--- src/rtl/rv_ctrl_pkg.sv ---
// Shared encodings for the multi-cycle RISC-V control path: FSM states,
// opcodes, datapath mux selects and the ALU-op codes.
package rv_ctrl_pkg;

  typedef enum logic [3:0] {
    ST_FETCH    = 4'd0,
    ST_DECODE   = 4'd1,
    ST_EXEC_R   = 4'd2,
    ST_EXEC_I   = 4'd3,
    ST_EXEC_LUI = 4'd4,
    ST_WB_ALU   = 4'd5,
    ST_MEM_ADDR = 4'd6,
    ST_MEM_RD   = 4'd7,
    ST_WB_MEM   = 4'd8,
    ST_MEM_WR   = 4'd9,
    ST_BRANCH   = 4'd10,
    ST_JAL      = 4'd11,
    ST_TRAP     = 4'd12
  } ctrl_state_e;

  localparam logic [6:0] OP_RTYPE  = 7'b0110011;
  localparam logic [6:0] OP_ITYPE  = 7'b0010011;
  localparam logic [6:0] OP_LOAD   = 7'b0000011;
  localparam logic [6:0] OP_STORE  = 7'b0100011;
  localparam logic [6:0] OP_BRANCH = 7'b1100011;
  localparam logic [6:0] OP_JAL    = 7'b1101111;
  localparam logic [6:0] OP_LUI    = 7'b0110111;

  localparam logic [2:0] F3_BEQ = 3'b000;

  localparam logic [1:0] SRCA_PC    = 2'b00;
  localparam logic [1:0] SRCA_A     = 2'b01;
  localparam logic [1:0] SRCA_ZERO  = 2'b10;
  localparam logic [1:0] SRCA_OLDPC = 2'b11;

  localparam logic [1:0] SRCB_B     = 2'b00;
  localparam logic [1:0] SRCB_FOUR  = 2'b01;
  localparam logic [1:0] SRCB_IMM   = 2'b10;

  localparam logic [1:0] ALUOP_ADD   = 2'b00;
  localparam logic [1:0] ALUOP_SUB   = 2'b01;
  localparam logic [1:0] ALUOP_RTYPE = 2'b10;
  localparam logic [1:0] ALUOP_ITYPE = 2'b11;

  localparam logic [1:0] M2R_ALUOUT = 2'b00;
  localparam logic [1:0] M2R_MDR    = 2'b01;
  localparam logic [1:0] M2R_PC     = 2'b10;

  localparam logic PCSRC_ALU    = 1'b0;
  localparam logic PCSRC_ALUOUT = 1'b1;

  typedef struct packed {
    logic       pc_write;
    logic       pc_write_cond;
    logic       ir_write;
    logic       reg_write;
    logic       mem_req;
    logic       mem_we;
    logic       iord;
    logic [1:0] alu_src_a;
    logic [1:0] alu_src_b;
    logic [1:0] aluop;
    logic       pc_source;
    logic [1:0] mem_to_reg;
    logic       illegal;
  } ctrl_out_t;

  // Only beq is implemented among branches; every other encoding traps.
  function automatic ctrl_state_e decode_next(input logic [6:0] opc,
                                              input logic [2:0] f3);
    ctrl_state_e nxt;
    case (opc)
      OP_RTYPE:  nxt = ST_EXEC_R;
      OP_ITYPE:  nxt = ST_EXEC_I;
      OP_LOAD:   nxt = ST_MEM_ADDR;
      OP_STORE:  nxt = ST_MEM_ADDR;
      OP_BRANCH: begin
        if (f3 == F3_BEQ) nxt = ST_BRANCH;
        else              nxt = ST_TRAP;
      end
      OP_JAL:    nxt = ST_JAL;
      OP_LUI:    nxt = ST_EXEC_LUI;
      default:   nxt = ST_TRAP;
    endcase
    return nxt;
  endfunction

endpackage

--- src/rtl/instret_counter.sv ---
// Retired-instruction counter: 32-bit, wraps modulo 2^32, async active-low reset.
module instret_counter (
  input  logic        clk,
  input  logic        rst_n,
  input  logic        inc_en,
  output logic [31:0] count
);

  logic [31:0] cnt_d;
  logic [31:0] cnt_q;

  always_comb begin
    cnt_d = cnt_q;
    if (inc_en) cnt_d = cnt_q + 32'd1;
    else        cnt_d = cnt_q;
  end

  always_ff @(posedge clk or negedge rst_n) begin
    if (!rst_n) cnt_q <= 32'd0;
    else        cnt_q <= cnt_d;
  end

  assign count = cnt_q;

endmodule

--- src/rtl/multicycle_control.sv ---
// Main Moore control FSM of the multi-cycle RISC-V core: sequences fetch,
// decode, execute, memory and write-back, and counts retired instructions.
module multicycle_control
  import rv_ctrl_pkg::*;
(
  input  logic        clk,
  input  logic        rst_n,
  input  logic [6:0]  opcode,
  input  logic [2:0]  funct3,
  input  logic        mem_ready,
  output logic        pc_write,
  output logic        pc_write_cond,
  output logic        ir_write,
  output logic        reg_write,
  output logic        mem_req,
  output logic        mem_we,
  output logic        iord,
  output logic [1:0]  alu_src_a,
  output logic [1:0]  alu_src_b,
  output logic [1:0]  aluop,
  output logic        pc_source,
  output logic [1:0]  mem_to_reg,
  output logic        illegal,
  output logic [31:0] instret,
  output logic [3:0]  state
);

  ctrl_state_e state_d;
  ctrl_state_e state_q;
  ctrl_out_t   ctrl;
  logic        inc_en;

  always_comb begin
    state_d = state_q;
    case (state_q)
      ST_FETCH: begin
        if (mem_ready) state_d = ST_DECODE;
        else           state_d = ST_FETCH;
      end
      ST_DECODE:   state_d = decode_next(opcode, funct3);
      ST_EXEC_R:   state_d = ST_WB_ALU;
      ST_EXEC_I:   state_d = ST_WB_ALU;
      ST_EXEC_LUI: state_d = ST_WB_ALU;
      ST_WB_ALU:   state_d = ST_FETCH;
      // Opcode is re-sampled here; anything other than load/store is a corrupted IR.
      ST_MEM_ADDR: begin
        if (opcode == OP_LOAD)       state_d = ST_MEM_RD;
        else if (opcode == OP_STORE) state_d = ST_MEM_WR;
        else                         state_d = ST_TRAP;
      end
      ST_MEM_RD: begin
        if (mem_ready) state_d = ST_WB_MEM;
        else           state_d = ST_MEM_RD;
      end
      ST_WB_MEM:   state_d = ST_FETCH;
      ST_MEM_WR: begin
        if (mem_ready) state_d = ST_FETCH;
        else           state_d = ST_MEM_WR;
      end
      ST_BRANCH:   state_d = ST_FETCH;
      ST_JAL:      state_d = ST_FETCH;
      ST_TRAP:     state_d = ST_TRAP;
      default:     state_d = ST_TRAP;
    endcase
  end

  always_ff @(posedge clk or negedge rst_n) begin
    if (!rst_n) state_q <= ST_FETCH;
    else        state_q <= state_d;
  end

  // An instruction retires on each return to FETCH; TRAP never returns.
  assign inc_en = (state_q != ST_FETCH) && (state_d == ST_FETCH);

  instret_counter u_instret (
    .clk    (clk),
    .rst_n  (rst_n),
    .inc_en (inc_en),
    .count  (instret)
  );

  always_comb begin
    ctrl = '0;
    case (state_q)
      ST_FETCH: begin
        ctrl.mem_req   = 1'b1;
        ctrl.iord      = 1'b0;
        ctrl.alu_src_a = SRCA_PC;
        ctrl.alu_src_b = SRCB_FOUR;
        ctrl.aluop     = ALUOP_ADD;
        ctrl.pc_source = PCSRC_ALU;
        // rst_n gate keeps the fetch writes quiet while reset is held.
        ctrl.pc_write  = mem_ready & rst_n;
        ctrl.ir_write  = mem_ready & rst_n;
      end
      ST_DECODE: begin
        ctrl.alu_src_a = SRCA_OLDPC;
        ctrl.alu_src_b = SRCB_IMM;
        ctrl.aluop     = ALUOP_ADD;
      end
      ST_EXEC_R: begin
        ctrl.alu_src_a = SRCA_A;
        ctrl.alu_src_b = SRCB_B;
        ctrl.aluop     = ALUOP_RTYPE;
      end
      ST_EXEC_I: begin
        ctrl.alu_src_a = SRCA_A;
        ctrl.alu_src_b = SRCB_IMM;
        ctrl.aluop     = ALUOP_ITYPE;
      end
      ST_EXEC_LUI: begin
        ctrl.alu_src_a = SRCA_ZERO;
        ctrl.alu_src_b = SRCB_IMM;
        ctrl.aluop     = ALUOP_ADD;
      end
      ST_WB_ALU: begin
        ctrl.reg_write  = 1'b1;
        ctrl.mem_to_reg = M2R_ALUOUT;
      end
      ST_MEM_ADDR: begin
        ctrl.alu_src_a = SRCA_A;
        ctrl.alu_src_b = SRCB_IMM;
        ctrl.aluop     = ALUOP_ADD;
      end
      ST_MEM_RD: begin
        ctrl.mem_req = 1'b1;
        ctrl.iord    = 1'b1;
      end
      ST_WB_MEM: begin
        ctrl.reg_write  = 1'b1;
        ctrl.mem_to_reg = M2R_MDR;
      end
      ST_MEM_WR: begin
        ctrl.mem_req = 1'b1;
        ctrl.mem_we  = 1'b1;
        ctrl.iord    = 1'b1;
      end
      ST_BRANCH: begin
        ctrl.alu_src_a     = SRCA_A;
        ctrl.alu_src_b     = SRCB_B;
        ctrl.aluop         = ALUOP_SUB;
        ctrl.pc_write_cond = 1'b1;
        ctrl.pc_source     = PCSRC_ALUOUT;
      end
      ST_JAL: begin
        ctrl.reg_write  = 1'b1;
        ctrl.mem_to_reg = M2R_PC;
        ctrl.pc_write   = 1'b1;
        ctrl.pc_source  = PCSRC_ALUOUT;
      end
      ST_TRAP: begin
        ctrl.illegal = 1'b1;
      end
      default: begin
        ctrl.illegal = 1'b1;
      end
    endcase
  end

  assign pc_write      = ctrl.pc_write;
  assign pc_write_cond = ctrl.pc_write_cond;
  assign ir_write      = ctrl.ir_write;
  assign reg_write     = ctrl.reg_write;
  assign mem_req       = ctrl.mem_req;
  assign mem_we        = ctrl.mem_we;
  assign iord          = ctrl.iord;
  assign alu_src_a     = ctrl.alu_src_a;
  assign alu_src_b     = ctrl.alu_src_b;
  assign aluop         = ctrl.aluop;
  assign pc_source     = ctrl.pc_source;
  assign mem_to_reg    = ctrl.mem_to_reg;
  assign illegal       = ctrl.illegal;
  assign state         = state_q;

endmodule

--- config.mk ---
export PLATFORM = sky130hd
export DESIGN_NAME = multicycle_control
export DESIGN_NICKNAME = d
export VERILOG_FILES = /design/src/rtl/rv_ctrl_pkg.sv /design/src/rtl/instret_counter.sv /design/src/rtl/multicycle_control.sv
export SDC_FILE = /design/constraint.sdc
export NUM_CORES = 1
export LEC_CHECK = 0
export CAP_MARGIN = 20
export CORE_AREA = 4 4 77 79
export CTS_CLUSTER_DIAMETER = 200
export CTS_CLUSTER_SIZE = 40
export DETAILED_ROUTE_END_ITERATION = 10
export DIE_AREA = 0 0 81 83
export PLACE_DENSITY = 0.72
export SYNTH_ARGS = -nofsm -noshare
export SYNTH_HDL_FRONTEND = slang
export SYNTH_HIERARCHICAL = 1
export SYNTH_SLANG_ARGS = --single-unit
--- constraint.sdc ---
create_clock -name clk -period 8.62 [get_ports clk]
set_input_delay 1.293 -clock clk [delete_from_list [all_inputs] [get_ports clk]]
set_output_delay 1.293 -clock clk [all_outputs]
set_load 0.01 [all_outputs]
Word level (Yosys, flattened, before mapping)
Cells that the tools add are included.
{"block": "totals", "reg_bits": 36, "input_bits": 13}
{"block": "classes", "add_sub_neg": 1, "n_bitwise": 1, "eq_ne": 18, "mux": 19, "n_reduce_logical": 13}
{"operator": "$pmux W6 S7", "count": 1}
{"operator": "$add A32 B1 Y32 const B", "count": 1}
{"operator": "$pmux W4 S7", "count": 1}
{"operator": "$pmux W4 S6", "count": 1}
{"operator": "$eq A7 B6 Y1 const B", "count": 3}
{"operator": "$eq A4 B3 Y1 const B", "count": 4}
{"operator": "$eq A4 B4 Y1 const B", "count": 4}
{"operator": "$eq A7 B7 Y1 const B", "count": 2}
{"operator": "$mux W4", "count": 3}
{"operator": "$reduce_or A12 Y1", "count": 1}
{"operator": "$mux W1", "count": 9}
{"operator": "$reduce_or A3 Y1", "count": 3}
{"operator": "$eq A4 B2 Y1 const B", "count": 2}
{"operator": "$logic_not A4 Y1", "count": 2}
{"operator": "$eq A7 B2 Y1 const B", "count": 1}
{"operator": "$eq A7 B5 Y1 const B", "count": 1}
{"operator": "$mux W3", "count": 2}
{"operator": "$reduce_or A2 Y1", "count": 3}
{"operator": "$eq A4 B1 Y1 const B", "count": 1}
{"operator": "$pmux W2 S2", "count": 1}
{"operator": "$reduce_bool A4 Y1", "count": 1}
{"operator": "$reduce_or A4 Y1", "count": 1}
{"operator": "$logic_not A3 Y1", "count": 1}
{"operator": "$pmux W1 S2", "count": 1}
{"operator": "2 further kinds", "count": 2}

Depth between registers and ports, before layout
Gate-level depths: netlist of the first run.
{"block": "depth", "depth_word": 6, "ltp_mapped": 10, "depth_no_buf": 9}

Cells and area by module
The synthesis of the first run kept the hierarchy.
{"mod": "instret_counter", "instances": 1, "cells_each": 123, "area_per_inst_um2": 1448.9, "seq_area_each_um2": 800.8}
{"mod": "multicycle_control", "instances": 1, "cells_each": 89, "area_per_inst_um2": 681.9, "seq_area_each_um2": 100.1}

Worst setup path before layout of the first run
No wires, ideal clock.
{"block": "synth_timing", "path_type": "input-to-reg", "from": "in opcode[3]", "to": "reg u_instret.cnt_q[23], in the netlist u_instret/count[23]", "path_stages": 9, "path_slack_ps": 4236, "setup_ps": 79, "arrival_time_ps": 4304, "cell_sequence": "nand4bb_4 -> or4_4 -> a311oi_2 -> or4b_1 -> nor4_2 -> nand4_4 -> or4_4 -> nor4_2 -> xor2_1"}
{"block": "synth_between", "elab_chain_cells": 6, "elab_cells_between_ends": 14, "classes_between": "eq/ne (7); mux (4); reduce/logical (3)"}
{"item": "start, declared", "line": "multicycle_control.sv:8", "source": "input logic [6:0] opcode,"}
{"item": "$eq A7 B2 Y1 or $eq A7 B6 Y1 (tied branches)", "line": "rv_ctrl_pkg.sv:72, multicycle_control.sv:47, multicycle_control.sv:48"}
{"item": "$reduce_or A2 Y1 (no source line) or $mux W3 (tied branches)"}
{"item": "$pmux W4 S6 or $mux W4 (tied branches)", "line": "rv_ctrl_pkg.sv:72, multicycle_control.sv:47"}
{"item": "$pmux W4 S7 *", "line": "multicycle_control.sv:35", "source": "case (state_q)"}
{"item": "$logic_not A4 Y1 *", "line": "multicycle_control.sv:73", "source": "assign inc_en = (state_q != ST_FETCH) && (state_d == ST_FETCH);"}
{"item": "$logic_and A1 B1 Y1 *", "line": "multicycle_control.sv:73"}
{"item": "named net inc_en", "line": "multicycle_control.sv:31", "source": "logic inc_en;"}
{"item": "end signal, assigned", "line": "instret_counter.sv:20", "source": "else cnt_q <= cnt_d;"}
{"item": "end, declared", "line": "instret_counter.sv:10", "source": "logic [31:0] cnt_q;"}
The timed path passes the listed nets; every way through them passes the cells marked *.
A chain may end at the register's enable or synchronous reset.

Final worst setup path of the first run
{"block": "layout_timing", "from": "in opcode[3]", "to": "reg u_instret.cnt_q[31], in the netlist u_instret/count[31]"}
The elaborated chain is that of the path after synthesis.

==> run summary, run 1 <==
- run status: finished clean
- clock tree from TritonCTS: done
- Synth async-reset ratio: 100%
- final instance count without filler cells: 351
- total wirelength of the detailed-routed design: 5010 µm
- overall power of the completed layout: 0.000387 W
- number of vias in the routed layout: 1,877
- width of the die: 81 µm
- global-route wire length before repair: 8410 µm
- dominant combinational cell family by area after synthesis: simple AND/OR/NAND/NOR gates
- Peak Freq: 201 MHz
- Post-Route Utilization: 55.7%
- post-synthesis sequential area ratio: 42.3%
- cell at the root of the clock tree: clkbuf_8
- number of inserted diodes: 0
- register-to-register path setup slack: 4.74 ns
- Slew Viols, Final: 0
- syn_area_per_cell: 10.1 µm²
- share of the synthesized netlist area taken by xor and xnor gates: 13.6%
- fraction of synthesized cell area taken by the top area cell type: 42.3%
- tightest slew margin relative to the limit: 44.0%
- fraction of final layout cells with drive strength greater than 1: 10.4%
- number of iterations in the first detailed-routing pass: 4
- clk_skew: 0.00743 ns
- critical path type: in2reg
- cell types occupying the most area after synthesis: dfrtp_1 (42%), xnor2_1 (8.6%), xor2_1 (4.9%)
- drt drc: 0
- combined area of all synthesized cells: 0.00213 mm²
- worst reg2reg path startpoint: state[3]
- DIE HEIGHT: 83 µm
- multiplexer share of the synthesized area: 0.528%
- Yosys top cell by area: dfrtp_1
- Area Overhead vs Synth: 39.6%
- most frequent standard cell in the layout excluding fill and tap cells: clkdlybuf4s50_1
- warnings from Yosys: 6
- number of standard cells after synthesis: 212
- part of the cycle the worst path needs: 57.7%
- adder and majority cell fraction of the synthesized area: 0.587%
- simple-gate portion of the synthesized area: 31.9%
- data arrival time at the worst-slack endpoint: 5.15 ns
- pwr dens: 130 mW/mm²
- violation count after the first detailed-routing iteration: 91
- clock transition time at the flip-flop clock pins of the worst setup and hold paths: 0.08 ns
- Final #Nets: 292
- Final Hold Fails: 0
- Final HPWL DP: 3850 µm
- Post-CTS Setup Inserts: 0
- Mapped Nets: 226
- number of flops mapped to enable cells by yosys: 0
- RSZ-0062 raised after global routing: false
- residual overflow from global routing: 0
- nature of the critical path endpoint: register
- clk buf depth: 2
- PostCTS Resize Cnt: 0
- cell total after placement: 343
- Least-Margin Pin Slew: 0.832 ns
- top fanout value on the critical path: 7
- maximum VDD drop: 0.000111 V
- Distinct cells, synth: 52
- routed length per placed instance: 14.3 µm
- Worst setup SP type: primary input
- Compound-Gate Fraction of Synth Area: 7.63%
- MaxCap Viol Count: 0
- number of I/O pins: 66
- required time reported for the critical path endpoint: 8.80 ns
- number of clock buffers inserted by TritonCTS: 5
- Core Area: 0.00534 mm²
- Die Area: 0.00672 mm²
- HP Class: reg2reg
- aggregate negative setup slack: 0 ns
- Worst Hold Path Cells: 1
- most used flip-flop cell after synthesis: dfrtp_1
- antenna violations before repair: 0
- All-Layer GR Usage: 15.6%
- Initial Utilization: 39.9%
- number of cell instances on the worst register-to-register path: 9
- static leakage power: 1.23 nW
- Reg-to-Reg End: u_instret/count[31]
- sink count of the clock tree: 36
- via count of the first global-routing pass: 1,731
- shortest period the worst path allows: 4.97 ns
- H-tree depth reported by CTS: 2
- post-detailed-route via-to-cell ratio: 5.35
- clock latency reported for the late side of the worst-skew pair: 0.29 ns
- antenna-violating nets left: 0
- Hold WS: 0.483 ns
- timing startpoint of the critical path: opcode[3]
- # hold bufs at CTS: 0
- count of standard-cell rows: 27
- end point of the critical path: u_instret/count[31]
- final weighted congestion in routability-driven placement: 0.835
- count of filler cells inserted in the layout: 523
- number of register bits inferred by synthesis: 36
- commonest cells after routing, fill and taps aside: clkdlybuf4s50_1 (64), dfrtp_1 (36), xnor2_1 (21)
- largest net degree at the start of global routing: 38
- setup-violating endpoint count in the final report: 0
- Buffers on Ports: 65
## Yosys cell counts (all sizes together), types with 2 or more instances
cell / number
xor2: 12
a21oi: 4
nand2b: 3
inv: 6
nor3: 10
xnor2: 21
and3: 5
or4b: 2
nor4: 8
nand2: 17
clkbuf: 3
or4: 3
nand3: 11
and4: 5
or2: 3
nand4: 12
buf: 3
o311ai: 2
and2: 4
a211oi: 2
o21ai: 3
nand3b: 2
nor2: 12
nor3b: 4
dfrtp: 36
## worst min-delay path by stage
stage,slack [ns],start,to
floorplan,0.51,u_instret/count[31],u_instret/count[31]
finish,0.48,u_instret/count[31],u_instret/count[31]
CTS,0.49,u_instret/count[31],u_instret/count[31]
global placement,0.48,u_instret/count[31],u_instret/count[31]
global route,0.49,u_instret/count[31],u_instret/count[31]
detailed placement,0.48,u_instret/count[31],u_instret/count[31]
## stage by stage
| stage | worst slack, ns | area [µm²] |
|---|---|---|
| finish | 3.65 | 2970 |
| floorplan | 4.24 | 2130 |
| detailed placement | 3.41 | 2820 |
| global placement | 3.54 | 2820 |
| global route | 3.49 | 2970 |
| CTS | 3.71 | 2970 |
## power breakdown
group	switching (W)	leakage, nW	internal (W)
Combinational	0.00000715	0.665	0.00000631
Sequential	0	0.482	0.000169
Clock	0.0000597	0.0784	0.000145
## flip-flops by register name (all words and copies together) (netlist names)
register and flops:
u_instret/count 32, state 4
## routing by layer
metal | track usage, % | part of all wire [%] | vias up
met2 | 24.6 | 50 | 46
li1 | - | - | 908
met3 | 2.93 | 4.2 | 7
met5 | 0 | 0 | -
met1 | 21.7 | 45 | 916
met4 | 4.61 | 1.0 | 0
## area by class of cell
| cell class | instances | area, µm² | share of cell area [%] |
|---|---|---|---|
| Sequential cell | 36 | 901 | 30.3 |
| Clock inverter | 3 | 90.1 | 3.03 |
| Inverter | 6 | 22.5 | 0.757 |
| Tap cell | 72 | 90.1 | 3.03 |
| Timing Repair Buffer | 65 | 646 | 21.7 |
| Clock buffer | 5 | 68.8 | 2.31 |
| Multi-Input combinational cell | 164 | 1160 | 38.9 |
## cells by family (layout without fill, tap and decap cells)
logic type | count (synthesis) | count (layout)
compound gates | 22 | 22
xor+xnor | 33 | 33
fa+ha+maj | 1 | 1
buf+inv | 12 | 79
flops | 36 | 36
mux | 1 | 1
simple gates | 107 | 107
## critical path: stages
cell	delay, ns
clkdlybuf4s50_1	0.46
nand4bb_4	0.29
or4_4	0.45
a311oi_2	0.30
or4b_1	0.48
nor4_2	0.54
nand4_4	0.20
nor4_1	0.76
nand4_1	0.21
xnor2_1	0.17
Note: power is estimated with default switching activity, not from simulation.
==> inputs of run 2 (changes only) <==
clock period = 5.05 ns   (was 8.62 ns; I/O delays follow)
==> run 2 against run 1 <==
Effect of this change:
- register-to-register slack lost 3.1 ns
- clock power grew 2%
- power grew 35%
- critical endpoint is now u_instret/count[23]
- worst setup slack lost 2.6 ns
- design area shrank 1.8%
- critical path depth grew 1
- sequential power grew 70%
- largest power group is now registers
- clock-buffer cell count grew 3
==> run summary, run 2 (synthesis results as in run 1) <==
- shortest period the worst path allows: 4.00 ns
- setup-violating endpoint count in the final report: 0, unchanged
- Final HPWL DP: 3810 µm, -0.98%
- Post-CTS Setup Inserts: 0, unchanged
- sink count of the clock tree: 36, unchanged
- final weighted congestion in routability-driven placement: 0.833, -0.17%
- nature of the critical path endpoint: register
- H-tree depth reported by CTS: 2, unchanged
- aggregate negative setup slack: 0 ns, unchanged
- Peak Freq: 250 MHz
- number of I/O pins: 66, unchanged
- residual overflow from global routing: 0, unchanged
- drt drc: 0, unchanged
- commonest cells after routing, fill and taps aside: clkdlybuf4s50_1 (64), dfrtp_1 (36), xnor2_1 (21)
- overall power of the completed layout: 0.000521 W, +35%
- number of inserted diodes: 0, unchanged
- clock tree from TritonCTS: done
- run status: finished clean
- Area Overhead vs Synth: 37.1%
- most frequent standard cell in the layout excluding fill and tap cells: clkdlybuf4s50_1
- critical path type: in2reg
- clock transition time at the flip-flop clock pins of the worst setup and hold paths: 0.07 ns, about the same
- area taken by flip-flops and latches: 901 µm², unchanged
- number of clock buffers inserted by TritonCTS: 5, unchanged
- static leakage power: 1.20 nW, -1.8%
- All-Layer GR Usage: 16.1%, +0.41 points
- Buffers on Ports: 65, unchanged
- HP Class: reg2reg
- # hold bufs at CTS: 0, unchanged
- Final #Nets: 294, +0.68%
- clk buf depth: 2, unchanged
- part of the cycle the worst path needs: 79.2%
- Design Area, Final: 0.00292 mm², -1.8%
- number of flip-flops in the largest register: 32, unchanged
- number of vias in the routed layout: 1,808, -3.7%
- PostCTS Resize Cnt: 0, unchanged
- tightest slew margin relative to the limit: 46.8%, +2.8 points
- area used by multi-input combinational logic: 0.00116 mm², unchanged
- Core Area: 0.00534 mm², unchanged
- maximum VDD drop: 0.0000931 V, -16%
- data arrival time at the worst-slack endpoint: 4.22 ns, -0.93 ns
- required time reported for the critical path endpoint: 5.26 ns, -3.54 ns
- largest net degree at the start of global routing: 38, unchanged
- Slew Viols, Final: 0, unchanged
- fin worst setup slack: 1.05 ns, -2.60 ns
- antenna-violating nets left: 0, unchanged
- total wirelength of the detailed-routed design: 5060 µm, +1.1%
- pre-CTS worst setup slack: 0.735 ns, -2.68 ns
- routed length per placed instance: 14.3 µm, +0.57%
- cell at the root of the clock tree: clkbuf_8
- RSZ-0062 raised after global routing: false
- count of standard-cell rows: 27, unchanged
- Least-Margin Pin Slew: 0.798 ns, -0.0338 ns
- top fanout value on the critical path: 7, unchanged
- Die Area: 0.00672 mm², unchanged
- clk_skew: 0.00243 ns, -0.00500 ns
- Final Hold Fails: 0, unchanged
- count of filler cells inserted in the layout: 500, -4.4%
- DIE HEIGHT: 83 µm, unchanged
- via count of the first global-routing pass: 1,745, +0.81%
- MaxCap Viol Count: 0, unchanged
- global-route wire length before repair: 8550 µm, +1.6%
- post-detailed-route via-to-cell ratio: 5.12, -4.2%
- pwr dens: 178 mW/mm², +37%
- fraction of final layout cells with drive strength greater than 1: 10.3%, -0.074 points
- number of iterations in the first detailed-routing pass: 4, unchanged
- Post-Route Utilization: 54.7%, -1.0 points
- instance area after placement: 0.00283 mm², +0.53%
- antenna violations before repair: 0, unchanged
- width of the die: 81 µm, unchanged
- violation count after the first detailed-routing iteration: 70, -23%
- clock latency reported for the late side of the worst-skew pair: 0.29 ns, about the same
- Initial Utilization: 39.9%, unchanged
- Worst setup SP type: primary input
run 2: per-stage QoR:
| step | hold WS, ns | instances |
|---|---|---|
| final | 0.470 | 353 |
| after global routing | 0.508 | 353 |
| after CTS | 0.477 | 353 |
| after detailed placement | 0.468 | 345 |
| after global placement | 0.463 | 345 |
| after floorplan | 0.462 | 212 |
run 2: layer usage:
metal	wire (µm)	GRT usage, %
met5	0	0
met4	70	4.61
met3	250	4.77
met2	2380	25.0
met1	2360	21.4
run 2: final cells by class:
type / count / area share [%]
multi-input combinational: 164 / 39.6
sequential: 36 / 30.8
timing repair buffer: 67 / 22.6
clock buffer: 8 / 3.08
tap: 72 / 3.08
inverter: 6 / 0.771
run 2: report_power, final:
part / internal [W] / leakage, nW / switching [W] / total [W]
Combinational: 0.0000108 / 0.676 / 0.0000125 / 0.0000233
Sequential: 0.000288 / 0.482 / 0 / 0.000288
Clock: 0.000111 / 0.0455 / 0.0000979 / 0.000209
run 2: worst paths after layout:
kind                                           from             endpoint  slack, ns  cells past startpoint
worst max-delay path                      opcode[3]  u_instret/count[23]       1.05                     11
min in group asynchronous                     rst_n   u_instret/count[7]       0.55                      1
worst max register to register             state[3]  u_instret/count[23]       1.62                     10
worst min register to register  u_instret/count[31]  u_instret/count[31]       0.47                      1
worst min-delay path            u_instret/count[31]  u_instret/count[31]       0.47                      1
max in group asynchronous                     rst_n  u_instret/count[31]       4.00                      1
run 2: worst max-delay path, stage by stage:
cell and delay, ns:
clkdlybuf4s50_1 0.46, nand4bb_4 0.29, or4_4 0.45, a311oi_2 0.28, or4b_1 0.47, nor4_2 0.15
buf_4 0.20, nand4_4 0.14, or4_4 0.56, nor4_2 0.29, xor2_1 0.17
==> inputs of run 3 (changes only) <==
PLACE_DENSITY = 0.75   (was 0.72)
clock period = 3.2 ns   (was 5.05 ns; I/O delays follow)
==> run 3 against run 2 <==
Effect of this change:
- the flow now finishes with violations (negative setup slack)
- sequential power rose by 58%
- hold slack got worse by 0.19 ns
- power rose by 62%
- critical path type unchanged
- largest cell class unchanged
- highest routed layer unchanged
==> run summary, run 3 (synthesis results as in run 1) <==
- required time reported for the critical path endpoint: 3.41 ns, -1.85 ns
- largest net degree at the start of global routing: 37, -2.6%
- shortest period the worst path allows: 3.35 ns
- maximum VDD drop: 0.000135 V, +45%
- total wirelength of the detailed-routed design: 6200 µm, +22%
- via count of the first global-routing pass: 1,976, +13%
- worst reg2reg path startpoint: state[2]
- static leakage power: 1.47 nW, +22%
- width of the die: 81 µm, unchanged
- Post-Route Utilization: 62.9%, +8.2 points
- antenna violations before repair: 0, unchanged
- Area Overhead vs Synth: 57.6%
- All-Layer GR Usage: 18.3%, +2.2 points
- number of iterations in the first detailed-routing pass: 4, unchanged
- met2 GRT Util: 29.5%, +4.5 points
- aggregate negative setup slack: -0.890 ns, -0.890 ns
- overall power of the completed layout: 0.000842 W, +62%
- antenna-violating nets left: 0, unchanged
- global routing usage on met1: 24.2%, +2.8 points
- critical path type: in2reg
- pwr dens: 251 mW/mm², +41%
- end point of the critical path: u_instret/count[18]
- worst-path cell with the longest stage delay: or4b_4
- global-route wire length before repair: 9690 µm, +13%
- Slew Viols, Final: 0, unchanged
- tightest slew margin relative to the limit: 41.8%, -5.0 points
- data arrival time at the worst-slack endpoint: 3.56 ns, -0.66 ns
- number of inserted diodes: 0, unchanged
- RSZ-0062 raised after global routing: true
- commonest cells after routing, fill and taps aside: clkdlybuf4s50_1 (56), buf_4 (36), dfrtp_1 (35)
- most frequent standard cell in the layout excluding fill and tap cells: clkdlybuf4s50_1
- Final #Nets: 333, +13%
- Die Area: 0.00672 mm², unchanged
- Least-Margin Pin Slew: 0.866 ns, +0.0681 ns
- MaxCap Viol Count: 0, unchanged
- number of buffers and inverters on the critical path: 3, +1
- cell total after placement: 371, +7.5%
- run status: finished with violations
- fin worst setup slack: -0.151 ns, -1.20 ns
- Buffers on Ports: 65, unchanged
- residual overflow from global routing: 0, unchanged
- critical path, cell by cell: buf_6 > nand4bb_4 > or4_4 > a311oi_2 > or4b_4 > nor4_4 > buf_4 > and4_4 > nand4_1 > buf_4 > nor3_1 > xor2_1
- violations in the final reports: negative setup slack
- met3 layer usage reported by global route: 4.01%, -0.76 points
- drt drc: 0, unchanged
- H-tree depth reported by CTS: 2, unchanged
- timing startpoint of the critical path: opcode[2]
- most prevalent standard cell on the critical path: buf_4
- HP Class: in2async
- Core Area: 0.00534 mm², unchanged
- Slowest Stage Delay on Critical Path: 0.50 ns, -0.06 ns
- nature of the critical path endpoint: register
- clock transition time at the flip-flop clock pins of the worst setup and hold paths: 0.07 ns, about the same
- DIE HEIGHT: 83 µm, unchanged
- count of standard-cell rows: 27, unchanged
- Peak Freq: 298 MHz
- stages on the worst setup path: 12, +1
- Worst setup SP type: primary input
- top fanout value on the critical path: 5, -2
- layer with the highest usage: met2
- clk buf depth: 2, unchanged
- register-to-register path setup slack: -0.07 ns, -1.69 ns
- routed length per placed instance: 15.8 µm, +10%
- fraction of final layout cells with drive strength greater than 1: 28.5%, +18 points
- clock latency reported for the late side of the worst-skew pair: 0.29 ns, about the same
- clock tree from TritonCTS: done
- final instance count without filler cells: 391, +11%
- clk_skew: 0.00550 ns, +0.00307 ns
- number of vias in the routed layout: 2,049, +13%
- post-detailed-route via-to-cell ratio: 5.24, +2.3%
- violation count after the first detailed-routing iteration: 121, +73%
- part of the cycle the worst path needs: 105%
- number of clock buffers inserted by TritonCTS: 5, unchanged
- setup-violating endpoint count in the final report: 12, +12
- number of I/O pins: 66, unchanged
- kind of cell with the highest combined delay on the critical path: simple AND/OR/NAND/NOR gates
- number of cell instances on the worst register-to-register path: 12, +2
- number of flip-flops in the largest register: 32, unchanged
- Final HPWL DP: 4340 µm, +14%
- sink count of the clock tree: 36, unchanged
- count of filler cells inserted in the layout: 438, -12%
- cell at the root of the clock tree: clkbuf_8
- final weighted congestion in routability-driven placement: 0.855, +2.5%
- Reg-to-Reg End: u_instret/count[18]
- Final Hold Fails: 0, unchanged
- Initial Utilization: 39.9%, unchanged
==> run 3: stage by stage <==
step	area (µm²)	worst slack, ns	hold slack, ns
after floorplan	2170	-0.166	0.184
after global placement	3060	-0.570	0.463
after detailed placement	3060	-0.688	0.469
after CTS	3240	-0.143	0.294
after global routing	3360	-0.269	0.304
final	3360	-0.151	0.280
==> run 3: worst register-to-register path: cells and delay by family (launching register included) <==
family	cells	cell delay, ns
AND/OR/NAND/NOR	6	1.60
buffers and inverters	3	0.61
AO/OA/AOI/OAI	2	0.43
flip-flops	1	0.38
XOR/XNOR	1	0.18
==> run 3: report_power, final <==
part	total, W	internal (W)	switching (W)	leakage [nW]
sequential	0.000455	0.000455	0	0.481
clock	0.000341	0.000191	0.000150	0.0503
combinational	0.0000462	0.0000233	0.0000228	0.943
==> run 3: layout make-up <==
type                            count  area (µm²)  share of cell area, %
Clock buffer                        7        96.3                   2.87
Inverter                            6        22.5                  0.671
Multi-Input combinational cell    164        1290                   38.5
Sequential cell                    36         902                   26.9
Tap cell                           72        90.1                   2.68
Timing Repair Buffer              106         956                   28.5
==> run 3: worst min path at each step <==
stage                         from                  end  cells past startpoint
2_1_floorplan                rst_n             state[0]                      0
3_3_place_gp   u_instret/count[31]  u_instret/count[31]                      1
3_5_place_dp   u_instret/count[31]  u_instret/count[31]                      1
4_1_cts                      rst_n  u_instret/count[30]                      2
5_1_grt                      rst_n  u_instret/count[31]                      2
6_report                     rst_n  u_instret/count[31]                      2
==> run 3: per-layer routing <==
| layer | vias up | share of wire, % |
|---|---|---|
| met4 | 0 | 1.1 |
| met3 | 5 | 4.4 |
| met2 | 63 | 52 |
| met5 | - | 0 |
| met1 | 992 | 42 |
| li1 | 989 | - |
==> run 3: what timing repair did <==
| action | 4_1_cts | 5_1_grt |
|---|---|---|
| endpoints found under the setup margin | 26 | 26 |
| gates cloned | 0 | 0 |
| pin swaps | 15 | 20 |
| gates resized for setup | 30 | 20 |
| hold buffers | 0 | 0 |
| setup buffers | 7 | 7 |
